--- src/rtl/ram_scan_pkg.sv ---
// Shared types and constants for the RAM scan sequencer.
// Holds the FSM state encoding, scan direction values and the RAM port source select.
package ram_scan_pkg;

   localparam int unsigned SCAN_WIDTH = 64;

   localparam logic DIR_SAVE    = 1'b0;
   localparam logic DIR_RESTORE = 1'b1;

   typedef enum logic [2:0] {
      IDLE,
      RD,
      OUT,
      IN,
      FIX,
      DONE
   } scan_state_t;

   typedef enum logic [1:0] {
      SEL_BLOCK,
      SEL_USER,
      SEL_SCAN
   } port_sel_t;

endpackage

--- src/rtl/ram_port_mux.sv ---
// Selects who drives the RAM ports: emulated user logic, the scan sequencer, or nobody.
// Blocked drive holds both enables low; addresses and data are zeroed so they stay quiet.
module ram_port_mux
   import ram_scan_pkg::*;
#(
   parameter int unsigned ADDR_WIDTH = 2,
   parameter int unsigned DATA_WIDTH = 32
) (
   input  port_sel_t              i_sel,
   input  logic                   i_user_wen,
   input  logic                   i_user_ren,
   input  logic [ADDR_WIDTH-1:0]  i_user_waddr,
   input  logic [ADDR_WIDTH-1:0]  i_user_raddr,
   input  logic [DATA_WIDTH-1:0]  i_user_wdata,
   input  logic                   i_scan_wen,
   input  logic                   i_scan_ren,
   input  logic [ADDR_WIDTH-1:0]  i_scan_waddr,
   input  logic [ADDR_WIDTH-1:0]  i_scan_raddr,
   input  logic [DATA_WIDTH-1:0]  i_scan_wdata,
   output logic                   o_ram_wen,
   output logic                   o_ram_ren,
   output logic [ADDR_WIDTH-1:0]  o_ram_waddr,
   output logic [ADDR_WIDTH-1:0]  o_ram_raddr,
   output logic [DATA_WIDTH-1:0]  o_ram_wdata
);

   always_comb begin
      o_ram_wen   = 1'b0;
      o_ram_ren   = 1'b0;
      o_ram_waddr = '0;
      o_ram_raddr = '0;
      o_ram_wdata = '0;
      case (i_sel)
         SEL_USER: begin
            o_ram_wen   = i_user_wen;
            o_ram_ren   = i_user_ren;
            o_ram_waddr = i_user_waddr;
            o_ram_raddr = i_user_raddr;
            o_ram_wdata = i_user_wdata;
         end
         SEL_SCAN: begin
            o_ram_wen   = i_scan_wen;
            o_ram_ren   = i_scan_ren;
            o_ram_waddr = i_scan_waddr;
            o_ram_raddr = i_scan_raddr;
            o_ram_wdata = i_scan_wdata;
         end
         default: ;
      endcase
   end

endmodule

--- src/rtl/ram_scan_ctrl.sv ---
// Owns the ports of one SRSW RAM: passes user accesses while running, and while halted
// walks every word to stream it out (save) or in (restore), then re-issues the last user read.
module ram_scan_ctrl
   import ram_scan_pkg::*;
#(
   parameter int unsigned ADDR_WIDTH = 2,
   parameter int unsigned DATA_WIDTH = 32
) (
   input  logic                   i_clock,
   input  logic                   i_reset,
   input  logic                   i_halt,
   input  logic                   i_start,
   input  logic                   i_dir,
   output logic                   o_busy,
   output logic                   o_done,
   input  logic                   i_user_wen,
   input  logic                   i_user_ren,
   input  logic [ADDR_WIDTH-1:0]  i_user_waddr,
   input  logic [ADDR_WIDTH-1:0]  i_user_raddr,
   input  logic [DATA_WIDTH-1:0]  i_user_wdata,
   output logic [DATA_WIDTH-1:0]  o_user_rdata,
   output logic                   o_ram_wen,
   output logic                   o_ram_ren,
   output logic [ADDR_WIDTH-1:0]  o_ram_waddr,
   output logic [ADDR_WIDTH-1:0]  o_ram_raddr,
   output logic [DATA_WIDTH-1:0]  o_ram_wdata,
   input  logic [DATA_WIDTH-1:0]  i_ram_rdata,
   output logic                   o_sdo_valid,
   input  logic                   i_sdo_ready,
   output logic [SCAN_WIDTH-1:0]  o_sdo_data,
   input  logic                   i_sdi_valid,
   output logic                   o_sdi_ready,
   input  logic [SCAN_WIDTH-1:0]  i_sdi_data
);

   scan_state_t             r_state;
   logic [ADDR_WIDTH-1:0]   r_ptr;
   logic [ADDR_WIDTH-1:0]   r_saved_raddr;
   logic                    r_busy;
   logic                    r_done;
   logic                    r_sdo_valid;
   logic                    r_sdi_ready;

   port_sel_t               w_sel;
   logic                    w_last;
   logic                    w_scan_wen;
   logic                    w_scan_ren;
   logic [ADDR_WIDTH-1:0]   w_scan_raddr;
   logic                    w_unused_sdi;

   assign w_last = &r_ptr;

   // Sequencer: one word per RD/OUT pair on save, one word per accepted sdi beat on restore.
   always_ff @(posedge i_clock or posedge i_reset) begin
      if (i_reset) begin
         r_state     <= IDLE;
         r_ptr       <= '0;
         r_busy      <= 1'b0;
         r_done      <= 1'b0;
         r_sdo_valid <= 1'b0;
         r_sdi_ready <= 1'b0;
      end else begin
         r_done <= 1'b0;
         case (r_state)
            IDLE: begin
               if (r_done) r_busy <= 1'b0;
               if (i_halt && i_start && !r_busy) begin
                  r_ptr  <= '0;
                  r_busy <= 1'b1;
                  if (i_dir == DIR_RESTORE) begin
                     r_state     <= IN;
                     r_sdi_ready <= 1'b1;
                  end else begin
                     r_state <= RD;
                  end
               end
            end
            RD: begin
               r_state     <= OUT;
               r_sdo_valid <= 1'b1;
            end
            OUT: begin
               if (i_sdo_ready) begin
                  r_sdo_valid <= 1'b0;
                  if (w_last) begin
                     r_state <= FIX;
                  end else begin
                     r_ptr   <= r_ptr + ADDR_WIDTH'(1);
                     r_state <= RD;
                  end
               end
            end
            IN: begin
               if (i_sdi_valid) begin
                  if (w_last) begin
                     r_sdi_ready <= 1'b0;
                     r_state     <= FIX;
                  end else begin
                     r_ptr <= r_ptr + ADDR_WIDTH'(1);
                  end
               end
            end
            FIX: r_state <= DONE;
            DONE: begin
               r_done  <= 1'b1;
               r_state <= IDLE;
            end
            default: r_state <= IDLE;
         endcase
      end
   end

   // Last user read address, replayed in FIX so the RAM read output survives the scan.
   always_ff @(posedge i_clock or posedge i_reset) begin
      if (i_reset) begin
         r_saved_raddr <= '0;
      end else if (i_user_ren && !i_halt) begin
         r_saved_raddr <= i_user_raddr;
      end
   end

   always_comb begin
      if (i_reset)               w_sel = SEL_BLOCK;
      else if (r_state != IDLE)  w_sel = SEL_SCAN;
      else if (i_halt)           w_sel = SEL_BLOCK;
      else                       w_sel = SEL_USER;
   end

   assign w_scan_wen   = (r_state == IN) && i_sdi_valid;
   assign w_scan_ren   = (r_state == RD) || (r_state == FIX);
   assign w_scan_raddr = (r_state == FIX) ? r_saved_raddr : r_ptr;
   assign w_unused_sdi = ^i_sdi_data;

   ram_port_mux #(
      .ADDR_WIDTH (ADDR_WIDTH),
      .DATA_WIDTH (DATA_WIDTH)
   ) u_mux (
      .i_sel        (w_sel),
      .i_user_wen   (i_user_wen),
      .i_user_ren   (i_user_ren),
      .i_user_waddr (i_user_waddr),
      .i_user_raddr (i_user_raddr),
      .i_user_wdata (i_user_wdata),
      .i_scan_wen   (w_scan_wen),
      .i_scan_ren   (w_scan_ren),
      .i_scan_waddr (r_ptr),
      .i_scan_raddr (w_scan_raddr),
      .i_scan_wdata (i_sdi_data[DATA_WIDTH-1:0]),
      .o_ram_wen    (o_ram_wen),
      .o_ram_ren    (o_ram_ren),
      .o_ram_waddr  (o_ram_waddr),
      .o_ram_raddr  (o_ram_raddr),
      .o_ram_wdata  (o_ram_wdata)
   );

   assign o_busy       = r_busy;
   assign o_done       = r_done;
   assign o_sdo_valid  = r_sdo_valid;
   assign o_sdi_ready  = r_sdi_ready;
   assign o_sdo_data   = SCAN_WIDTH'(i_ram_rdata);
   assign o_user_rdata = i_ram_rdata;

endmodule

--- config.mk ---
export PLATFORM = sky130hd
export DESIGN_NAME = ram_scan_ctrl
export DESIGN_NICKNAME = d
export VERILOG_FILES = /design/src/rtl/ram_scan_pkg.sv /design/src/rtl/ram_port_mux.sv /design/src/rtl/ram_scan_ctrl.sv
export SDC_FILE = /design/constraint.sdc
export NUM_CORES = 1
export LEC_CHECK = 0
export BUFFER_PORTS_ARGS = -buffer_cell sky130_fd_sc_hd__buf_2
export CORE_AREA = 2 2 109 111
export CTS_CLUSTER_SIZE = 20
export DETAILED_ROUTE_END_ITERATION = 10
export DIE_AREA = 0 0 111 113
export GPL_TIMING_DRIVEN = 0
export MAX_ROUTING_LAYER = met4
export SYNTH_ARGS = -nofsm -noshare
export SYNTH_HDL_FRONTEND = slang
export SYNTH_SLANG_ARGS = --single-unit
--- constraint.sdc ---
create_clock -name i_clock -period 5.5 [get_ports i_clock]
set_input_delay 1.1 -clock i_clock [delete_from_list [all_inputs] [get_ports i_clock]]
set_output_delay 1.1 -clock i_clock [all_outputs]
set_load 0.03 [all_outputs]
==> After elaboration in Yosys (flattened, before gate mapping) <==
Index checks and enable logic that the tools add are counted.
{ "totals": {"word_cells": 70, "out_inout_bits": 138, "input_bits": 141, "regBits": 11} }
{ "op_classes": {"eq_ne": 12, "n_mux": 31, "n_addsub": 1, "reduce_logical": 19} }
{ "ops": {"columns": ["op", "n"], "rows": [
  ["$pmux 32 s2", 1],
  ["$mux 2", 8],
  ["$mux 3", 5],
  ["$pmux 3 s5", 1],
  ["$ne 2x2->1 const B", 5],
  ["$mux 1", 9],
  ["$pmux 1 s2", 4],
  ["$pmux 2 s2", 2],
  ["$reduce_and 4->1", 2],
  ["$eq 3x2->1 const B", 2],
  ["$eq 3x3->1 const B", 2],
  ["$pmux 2 s3", 1],
  ["$reduce_and 2->1", 3],
  ["$reduce_bool 2->1", 3],
  ["$reduce_bool 3->1", 2],
  ["$reduce_and 5->1", 1],
  ["$logic_and 1x1->1", 4],
  ["$eq 3x1->1 const B", 1],
  ["$logic_not 3->1", 1],
  ["$add 2x1->2 const B", 1],
  ["$eq 2x1->1 const B", 1],
  ["$eq 2x2->1 const B", 1],
  ["$logic_not 1->1", 2],
  ["$logic_or 1x1->1", 1]
]} }

==> Logic depth before layout (Yosys ltp) <==
Gate-level depths: netlist of run 1.
{ "depth": {"word_depth": 5, "mapped_depth": 9, "depth_no_buf": 6} }

==> Hierarchy <==
A second synthesis of run 1 with hierarchy kept.
{ "hier_totals": {"hier_cells": 256, "hier_area_um2": 2100.8} }
{ "by_module_without_submodules": {"columns": ["mod", "seq_area_each_um2", "cells_each", "area_per_inst_um2", "instances"], "rows": [
  ["ram_scan_ctrl", 275.3, 164, 1383.8, 1],
  ["ram_port_mux", 0.0, 92, 716.9, 1]
]} }

==> Worst setup path after synthesis of run 1 <==
OpenSTA, ideal clock, no wires.
{ "synth_timing": {"kind": "input to output", "startpoint": "in i_reset", "endpoint": "out o_ram_raddr[1]", "slack_ns": 1.734, "arrival_ns": 2.666, "path_buffers": 2, "stages": 7, "required_time_ns": 4.400, "path_cell_list": "or2_2 -> inv_1 -> ha_1 -> clkbuf_1 -> buf_1 -> a22oi_1 -> nor2_1"} }
{ "synth_via": {"elab_chain_len": 3, "word_cells_on_any_way": 4, "classes_between": "2 x eq/ne; 2 x mux"} }
{ "synth_lines": {"columns": ["item", "line", "rtl"], "rows": [
  ["start: declaration", "ram_scan_ctrl.sv:10", "input logic i_reset,"],
  ["$mux 2 (*)", "ram_scan_ctrl.sv:123", "if (i_reset) w_sel = SEL_BLOCK;"],
  ["$eq 2x2->1 or $eq 2x1->1 (tied branches)", "ram_port_mux.sv:33", "case (i_sel)"],
  ["$pmux 2 s2 (*)", "ram_port_mux.sv:33", null],
  ["end: declaration", "ram_scan_ctrl.sv:25", "output logic [ADDR_WIDTH-1:0] o_ram_raddr,"]
]} }
Every way passes the cells marked *; elsewhere a longest branch is shown, timed or not.

==> Worst setup path after layout of run 1 <==
{ "layout_timing": {"startpoint": "in i_reset", "endpoint": "out o_ram_ren"} }
{ "layout_via": {"elab_chain_len": 3, "word_cells_on_any_way": 4, "classes_between": "2 x eq/ne; 2 x mux"} }
{ "layout_lines": {"columns": ["item", "line", "rtl"], "rows": [
  ["$mux 2 (*)", "ram_scan_ctrl.sv:123", null],
  ["$eq 2x2->1 or $eq 2x1->1 (tied branches)", "ram_port_mux.sv:33", null],
  ["$pmux 1 s2 (*)", "ram_port_mux.sv:33", null],
  ["end: declaration", "ram_scan_ctrl.sv:23", "output logic o_ram_ren,"]
]} }
Marks and branches as above.

==> reports/results.ini, run 1 <==
[run_status]
outcome=finished clean

[run]
maxCapViolations=0

[global_routing]
track_usage_pct=11.3
grt_first_pass_wirelength_um=11100
grt_max_degree=12
grt_busiest_layer=met2
grt_overflow_total=0
grtUsageMet1_pct=11.2
first_global_vias=2260
gr-usage-met2_pct=20.7
use_met3_pct=3.80
antenna_found_initial=1

[routing]
wl_um=7620
wl_per_cell_um=12.4
vias=2436
drt-vias-per-instance=3.95
drtIter0Drc=144
ant_nets=0
firstDrtPassIters=4
drc=0

[min_path]
hold_class=register to register

[floorplan]
die_area_um2=12500
pin_count=279
core_um2=11300
start_util_pct=16.4
fp.dieH_um=113
fp.dieW_um=111
placementRows=39

[yosys]
synth_warnings=0
syn_area_um2=1850
synth_edf_count=0
synth.distinct_cells=34
ys_seq_area_share_pct=14.9
synthCells=255
post_synth.cell_area_avg_um2=7.26
synthFlopType=dfrtp_1
yosys_register_bits=11
synthArstFlopShare_pct=100

[clock_tree]
cts_setup_buffers=0
hold_buffers=0
cts_inserted_buffers=3
htreeDepth=1
cts_tree=yes
cts_root_buf=clkbuf_16
clockBufferDepth=2
insertion_delay_ps=240
numClockSinks=11
post_cts_resized=0
cts.clk_slew.worst_paths_ps=40

[finish]
fillers=1231
drive_gt1_share_pct=61.4
area_growth_pct=69.6
final_cell_area_um2=3140
fin_nets=617
utilization_pct=27.8

[worst_setup_path]
worstPathRequired_ps=4400
worstSetupEndpointType=primary output
slowest_delay_ps=550
crit_path_start_kind=primary input
crit_arrival_ps=3180
path_cells=buf_2, or2_2, ha_1, clkbuf_1, clkbuf_1, nor2_1, buf_2
path_max_fanout=10
path_class=primary input to primary output
crit_slowest_cell=clkbuf_1

[sta]
hold_viol=0
tightest_slew_ps=625
period_minus_slack_ps=4280
final.setup.tns_ps=0
fin_ws_ps=1220
relSlewSlack_pct=58.3
slew_violations=0
fmax_mhz=234
finalSetupViolations=0
skew_ps=0.576
rsz0062_at_grt=false
fin_crit_sh_pct=77.8
whs_ps=500

[power_and_ir_drop]
leakagePower_nw=1.85
power.density_nw_per_um2=308
ir_drop_mv=0.112

[place]
placed_area_um2=3060
place.gp.congestion=0.850
dp_hpwl_um=6490
pre_cts_slack_ps=1140
io_buffers=182

==> routing by layer <==
metal	up-vias	routed length, um
met5	-	0
met4	0	200
met3	17	795
met2	164	3990
met1	1083	2630
li1	1172	-
==> cells in the mapped netlist (2+ instances only) <==
cell type  count  area [um2]
mux2_2         2        22.5
nor3_1         2        10.0
inv_1          6        22.5
buf_1          3        11.3
clkbuf_1       9        33.8
dfrtp_1       11         275
buf_4         97         728
nand2_1        7        26.3
a21oi_1        8        40.0
nand2b_1       2        12.5
a22oi_1       36         270
a32oi_1        2        17.5
a31oi_1        2        12.5
a211oi_1       2        15.0
ha_1           3        37.5
nor2_1        42         158
mux2_1         2        22.5
o21ai_0        3        15.0
==> logic make-up (layout without fill, tap and decap cells) <==
| group | after synthesis | count (layout) | synth area share, % |
|---|---|---|---|
| muxes | 4 | 4 | 2.43 |
| AOI/OAI and AO/OA | 57 | 57 | 22.0 |
| buffers and inverters | 117 | 303 | 43.9 |
| xor gates and xnor gates | 1 | 1 | 0.473 |
| and+or+nand+nor | 61 | 61 | 14.1 |
| other | 1 | 33 | 0.203 |
| DFF | 11 | 11 | 14.9 |
| adders and majority gates | 3 | 3 | 2.03 |
==> critical path, delay by kind of cell <==
| kind | cells | cell delay [ps] |
|---|---|---|
| buffers and inverters | 4 | 1330 |
| and+or+nand+nor | 2 | 440 |
| adders and majority gates | 1 | 310 |
==> final timing paths <==
check                                       from                to  slack, ps  cells past startpoint
worst max-delay path                     i_reset         o_ram_ren       1220                      7
worst min-delay path            r_saved_raddr[1]  r_saved_raddr[1]        500                      1
worst max register to register          r_ptr[0]          r_ptr[1]       3930                      5
worst min register to register  r_saved_raddr[1]  r_saved_raddr[1]        500                      1
max in group asynchronous                i_reset  r_saved_raddr[0]       4310                      2
min in group asynchronous                i_reset            o_busy        880                      2
==> layout by cell type, fill, tap and decap left out, drive strengths merged, types with 2 or more instances in the layout <==
cell    synthesis  final
a31oi           2      2
a211oi          2      2
dfrtp          11     11
a22oi          36     36
o21ai           3      3
nand2           7      7
nand2b          2      2
nor3            2      2
clkbuf          9     13
buf           102    284
inv             6      6
a32oi           2      2
conb            1     32
a21oi           8      8
nor2           42     42
ha              3      3
and3            2      2
mux2            4      4
==> power by group <==
group,switching (mW),internal (mW),leakage (nW)
Clock,0.0373,0.0974,0.0382
Combinational,0.458,0.240,1.68
Sequential,0.0234,0.111,0.134
Total,0.519,0.448,1.85
==> through the flow <==
stage	power [mW]	instances
floorplan	0.637	286
global placement	0.820	611
detailed placement	0.829	611
CTS	0.969	615
global route	1.03	616
finish	0.967	616
==> flip-flops by register name, indices dropped and copies added, names as in the netlist <==
name and flops:
r_ptr 2, o_done 1, o_sdi_ready 1, r_saved_raddr 2, o_busy 1, o_sdo_valid 1
r_state 3
==> final cells by class <==
cell class	instances	area [um2]	share of cell area, %
Inverter	6	22.5	0.718
Timing Repair Buffer	182	911	29.0
Tap cell	143	179	5.70
Clock buffer	4	78.8	2.51
Sequential cell	11	275	8.77
Buffer	111	790	25.2
Multi-Input combinational cell	158	880	28.0
Antenna cell	1	2.50	0.0797
Note: power is estimated with default switching activity, not from simulation.
==> run 2, diff against run 1 <==
--- a/config.mk
+++ b/config.mk
@@ -6,10 +6,10 @@
 export NUM_CORES = 1
 export LEC_CHECK = 0
 export BUFFER_PORTS_ARGS = -buffer_cell sky130_fd_sc_hd__buf_2
-export CORE_AREA = 2 2 109 111
+export CORE_AREA = 2 2 108 110
 export CTS_CLUSTER_SIZE = 20
 export DETAILED_ROUTE_END_ITERATION = 10
-export DIE_AREA = 0 0 111 113
+export DIE_AREA = 0 0 110 112
 export GPL_TIMING_DRIVEN = 0
 export MAX_ROUTING_LAYER = met4
 export SYNTH_ARGS = -nofsm -noshare
==> constraint.sdc (replaced) <==
create_clock -name i_clock -period 3.9 [get_ports i_clock]
set_input_delay 0.78 -clock i_clock [delete_from_list [all_inputs] [get_ports i_clock]]
set_output_delay 0.78 -clock i_clock [all_outputs]
set_load 0.03 [all_outputs]
==> reports/results.ini, run 2 (same netlist as run 1, synthesis figures left out) <==
[run_status]
outcome=finished clean

[finish]
final_common_cell=buf_2
final_cell_area_um2=3140  ; +0.16%
drive_gt1_share_pct=62.8  ; +1.4 points
area_growth_pct=69.8
fin_nets=616  ; -0.16%
fillers=1235  ; +0.32%
top_regs=r_state (3), r_ptr (2), r_saved_raddr (2)
mostFrequentLayoutCells=183 x buf_2, 97 x buf_4, 42 x nor2_1, 36 x a22oi_1, 32 x conb_1
largest_register=r_state
diodes=0  ; -1
utilization_pct=28.1  ; +0.29 points
largest_reg_flops=3  ; unchanged

[place]
place.gp.congestion=0.725  ; -15%
io_buffers=182  ; unchanged
dp_hpwl_um=6010  ; -7.4%
placed_area_um2=3060  ; unchanged
pre_cts_slack_ps=277  ; -861 ps

[clock_tree]
htreeDepth=1  ; unchanged
clockBufferDepth=2  ; unchanged
cts_root_buf=clkbuf_16
insertion_delay_ps=240  ; about the same
cts_inserted_buffers=3  ; unchanged
numClockSinks=11  ; unchanged
cts_setup_buffers=0  ; unchanged
cts.clk_slew.worst_paths_ps=40  ; about the same
cts_tree=yes

[worst_setup_path]
worstSetupEndpointType=primary output
crit_arrival_ps=2820  ; -360 ps
ff2ff_setup_slack_ps=2360  ; -1570 ps
regToRegEndpoint=r_ptr[1]
reg2regPathDepth=5  ; unchanged
worstPathRequired_ps=3120  ; -1280 ps
path_class=register to primary output
crit_end=o_ram_wdata[12]
crit_start=r_state[0]
crit_path_start_kind=register
r2r-start=r_ptr[1]
path_max_fanout=11  ; +1

[routing]
wl_um=7090  ; -6.9%
ant_nets=0  ; unchanged
drc=0  ; unchanged
wl_per_cell_um=11.5  ; -6.6%
drt-vias-per-instance=3.79  ; -4.1%
vias=2328  ; -4.4%
drtIter0Drc=74  ; -49%
firstDrtPassIters=4  ; unchanged

[floorplan]
core_um2=11200  ; -0.87%
pin_count=279  ; unchanged
fp.dieW_um=110  ; -0.90%
die_area_um2=12300  ; -1.8%
placementRows=39  ; unchanged
start_util_pct=16.6  ; +0.14 points
fp.dieH_um=112  ; -0.88%

[sta]
final.setup.tns_ps=0  ; unchanged
fin_ws_ps=300  ; -923 ps
finalSetupViolations=0  ; unchanged
fin_crit_sh_pct=92.3
slew_violations=0  ; unchanged
hold_viol=0  ; unchanged
fmax_mhz=278
whs_ps=497  ; -3.21 ps
tightest_slew_ps=513  ; -112 ps
skew_ps=0.973  ; +0.397 ps
period_minus_slack_ps=3600
rsz0062_at_grt=false
relSlewSlack_pct=65.8  ; +7.4 points

[global_routing]
grt_max_degree=12  ; unchanged
grt_overflow_total=0  ; unchanged
track_usage_pct=9.76  ; -1.5 points
grt_first_pass_wirelength_um=9130  ; -18%
first_global_vias=2008  ; -11%
antenna_found_initial=0  ; -1

[power_and_ir_drop]
p_int_mw=0.638  ; +42%
ir_drop_mv=0.186  ; +66%
combPwrFrac_pct=72.0  ; -0.2 points
leakagePower_nw=1.87  ; +0.80%
power.density_nw_per_um2=434  ; +41%
p_clk_share_pct=14.0  ; about the same
p_seq_share_pct=14.1  ; +0.2 points
swShare_pct=53.3  ; -0.37 points
switching_power_mw=0.727  ; +40%

[min_path]
hold_class=register to register

[run]
maxCapViolations=0  ; unchanged

run 2: final cells by class:
cell class,instances,area [um2],share of cell area [%]
buffer,110,792,25.2
clock buffer,4,78.8,2.51
inverter,6,22.5,0.717
multi-input combinational,158,885,28.1
sequential,11,275,8.76
tap,143,179,5.69
timing repair buffer,182,911,29.0
run 2: worst min path at each step:
stage | start | end | slack (ps) | cells after the start
6_report | r_saved_raddr[1] | r_saved_raddr[1] | 500 | 1
5_1_grt | r_saved_raddr[1] | r_saved_raddr[1] | 520 | 1
4_1_cts | r_saved_raddr[1] | r_saved_raddr[1] | 500 | 1
3_5_place_dp | r_saved_raddr[1] | r_saved_raddr[1] | 490 | 1
3_3_place_gp | r_saved_raddr[0] | r_saved_raddr[0] | 480 | 1
2_1_floorplan | r_saved_raddr[0] | r_saved_raddr[0] | 470 | 1
run 2: power groups by stage:
| stage | Clock [mW] | Combinational (mW) | Sequential, mW |
|---|---|---|---|
| global route | 0.196 | 1.06 | 0.198 |
| finish | 0.191 | 0.983 | 0.192 |
| detailed placement | 0 | 0.974 | 0.193 |
| CTS | 0.193 | 0.980 | 0.192 |
| floorplan | 0 | 0.686 | 0.212 |
| global placement | 0 | 0.962 | 0.190 |
run 2: worst max-delay path, stage by stage (launching register included):
cell      delay [ps]
dfrtp_1          370
clkbuf_1         350
nor3_2           130
or2_2            320
inv_1             60
ha_1             440
clkbuf_1         410
a22oi_1          170
nor2_1           120
buf_2            200
run 2: metrics by stage:
step	power (mW)	instances
floorplan	0.898	286
global placement	1.15	611
detailed placement	1.17	611
CTS	1.37	615
global route	1.46	614
finish	1.37	614
run 2: layer usage:
metal	share of wire, %	global-route usage, %	vias up
met5	0	-	-
met4	0.72	1.69	0
met3	10	1.46	4
met2	51	18.8	145
met1	38	10.3	1011
li1	-	-	1168
run 2: timing repair:
item                       in CTS  in global routing
setup endpoints to repair       0                 22
resized for setup               0                  9
hold buffers                    0                  0
==> run 3, diff against run 2 <==
==> constraint.sdc (replaced) <==
create_clock -name i_clock -period 3.9 [get_ports i_clock]
set_input_delay 0.195 -clock i_clock [delete_from_list [all_inputs] [get_ports i_clock]]
set_output_delay 0.195 -clock i_clock [all_outputs]
set_load 0.03 [all_outputs]
==> reports/results.ini, run 3 (same netlist as run 1, synthesis figures left out) <==
[run_status]
outcome=finished clean

[min_path]
hold_class=primary input to register

[worst_setup_path]
crit_path_start_kind=register
reg2regPathDepth=5  ; unchanged
crit_start=r_state[0]
ff2ff_setup_slack_ps=2350  ; about the same
slowest_delay_ps=450  ; about the same
crit_arrival_ps=3030  ; +210 ps
worstSetupEndpointType=primary output
regToRegEndpoint=r_ptr[1]
cpMostUsedCell=clkbuf_1
crit_slowest_cell=clkbuf_1
r2r-start=r_ptr[1]
path_class=register to primary output
path_max_fanout=10  ; -1
path_cells=clkbuf_1, nor3_1, or2_2, inv_1, ha_1, clkbuf_1, clkbuf_1, a22oi_1, nor2_1, buf_2
crit_end=o_ram_raddr[0]
worstPathRequired_ps=3700  ; +580 ps

[finish]
area_growth_pct=70.0  ; about the same
mostFrequentLayoutCells=183 x buf_2, 97 x buf_4, 42 x nor2_1, 36 x a22oi_1, 32 x conb_1
top_regs=r_state (3), r_ptr (2), r_saved_raddr (2)
final_cell_area_um2=3150  ; about the same
fin_nets=618  ; +0.32%
largest_reg_flops=3  ; unchanged
fillers=1237  ; +0.16%
drive_gt1_share_pct=61.3  ; -1.5 points
utilization_pct=28.1  ; about the same
diodes=0  ; unchanged
largest_register=r_state
final_common_cell=buf_2

[clock_tree]
numClockSinks=11  ; unchanged
cts.clk_slew.worst_paths_ps=40  ; about the same
cts_setup_buffers=0  ; unchanged
htreeDepth=1  ; unchanged
cts_inserted_buffers=3  ; unchanged
clockBufferDepth=2  ; unchanged
cts_root_buf=clkbuf_16
insertion_delay_ps=240  ; about the same
post_cts_resized=0  ; unchanged
cts_tree=yes

[place]
place.gp.congestion=0.725  ; unchanged
dp_hpwl_um=6010  ; unchanged
io_buffers=182  ; unchanged
placed_area_um2=3060  ; unchanged

[power_and_ir_drop]
switching_power_mw=0.726  ; -0.14%
leakagePower_nw=1.86  ; -0.57%
p_seq_share_pct=14.1  ; about the same
swShare_pct=53.4  ; +0.15 points
p_clk_share_pct=14.1  ; about the same
power.density_nw_per_um2=432  ; -0.50%
ir_drop_mv=0.184  ; -1.1%
p_int_mw=0.633  ; -0.75%
combPwrFrac_pct=71.7  ; -0.3 points

[global_routing]
track_usage_pct=9.76  ; unchanged
grt_first_pass_wirelength_um=9130  ; unchanged
grt_overflow_total=0  ; unchanged
grt_max_degree=12  ; unchanged
first_global_vias=2008  ; unchanged
antenna_found_initial=0  ; unchanged

[floorplan]
start_util_pct=16.6  ; unchanged
core_um2=11200  ; unchanged
placementRows=39  ; unchanged
fp.dieH_um=112  ; unchanged
pin_count=279  ; unchanged
die_area_um2=12300  ; unchanged
fp.dieW_um=110  ; unchanged

[sta]
final.setup.tns_ps=0  ; unchanged
skew_ps=0.877  ; -0.0952 ps
rsz0062_at_grt=false
period_minus_slack_ps=3220  ; -375 ps
tightest_slew_ps=590  ; +76.5 ps
fin_crit_sh_pct=82.7  ; -9.6 points
fmax_mhz=310  ; +12%
finalSetupViolations=0  ; unchanged
hold_viol=0  ; unchanged
slew_violations=0  ; unchanged
relSlewSlack_pct=60.7  ; -5.1 points

[routing]
wl_per_cell_um=11.5  ; -0.65%
wl_um=7070  ; -0.32%
ant_nets=0  ; unchanged
firstDrtPassIters=4  ; unchanged
drt-vias-per-instance=3.80  ; +0.10%
vias=2338  ; +0.43%
drc=0  ; unchanged
drtIter0Drc=84  ; +14%

[run]
maxCapViolations=0  ; unchanged

==> run 3: changes by cell type in the layout (fill, tap and decap cells not counted) <==
cell / before / now
clkbuf_2: 5 / 0
dlygate4sd3_1: 0 / 1
nor3_1: 1 / 2
clkbuf_1: 6 / 10
nor3_2: 1 / 0
buf_1: 1 / 3
==> run 3: layer usage <==
layer  global-route usage (%)  share of wire, %  vias to the layer above
li1                         -                 -                     1171
met2                     18.8                51                      161
met5                        -                 0                        -
met3                     1.46                10                        4
met1                     10.3                37                     1002
met4                     1.69              0.72                        0
==> run 3: critical path: cells and delay by family, from the launching register on <==
kind	cells	cell delay, ps
buf+inv	5	1470
simple gates	3	650
flops	1	370
fa+ha+maj	1	160
compound gates	1	130
==> run 3: power groups by stage <==
stage	Combinational, mW	Sequential [mW]	Clock [mW]
after detailed placement	0.974	0.193	0
after floorplan	0.686	0.212	0
after global placement	0.962	0.190	0
after global routing	1.05	0.198	0.196
final	0.975	0.192	0.192
after CTS	0.981	0.192	0.193
==> run 3: layout make-up <==
class / count / area (um2) / share of cell area, %
multi-input cells: 158 / 880 / 28.0
plain buffers: 111 / 790 / 25.1
inverters: 6 / 22.5 / 0.716
well taps: 143 / 179 / 5.69
clock buffers: 4 / 78.8 / 2.51
flip-flops and latches: 11 / 275 / 8.75
repair buffers: 183 / 921 / 29.3
==> run 3: timing repair <==
action,CTS,global route
hold buffers,1,0
endpoints found under the hold margin,11,0
endpoints found under the setup margin,0,0
==> run 3: worst min path at each step <==
stage | from | cells after the start | endpoint
floorplan | i_reset | 1 | o_busy
global placement | i_reset | 2 | o_busy
detailed placement | i_reset | 2 | o_busy
CTS | i_user_raddr[0] | 2 | r_saved_raddr[0]
global route | i_dir | 3 | r_state[1]
finish | i_user_raddr[1] | 2 | r_saved_raddr[1]
==> run 3: through the flow <==
step,hold slack [ps],total power [mW],std cells,setup WS (ps)
finish,210,1.36,616,675
global route,219,1.45,616,309
CTS,205,1.37,616,623
detailed placement,240,1.17,611,885
global placement,227,1.15,611,913
floorplan,47.4,0.898,286,1390
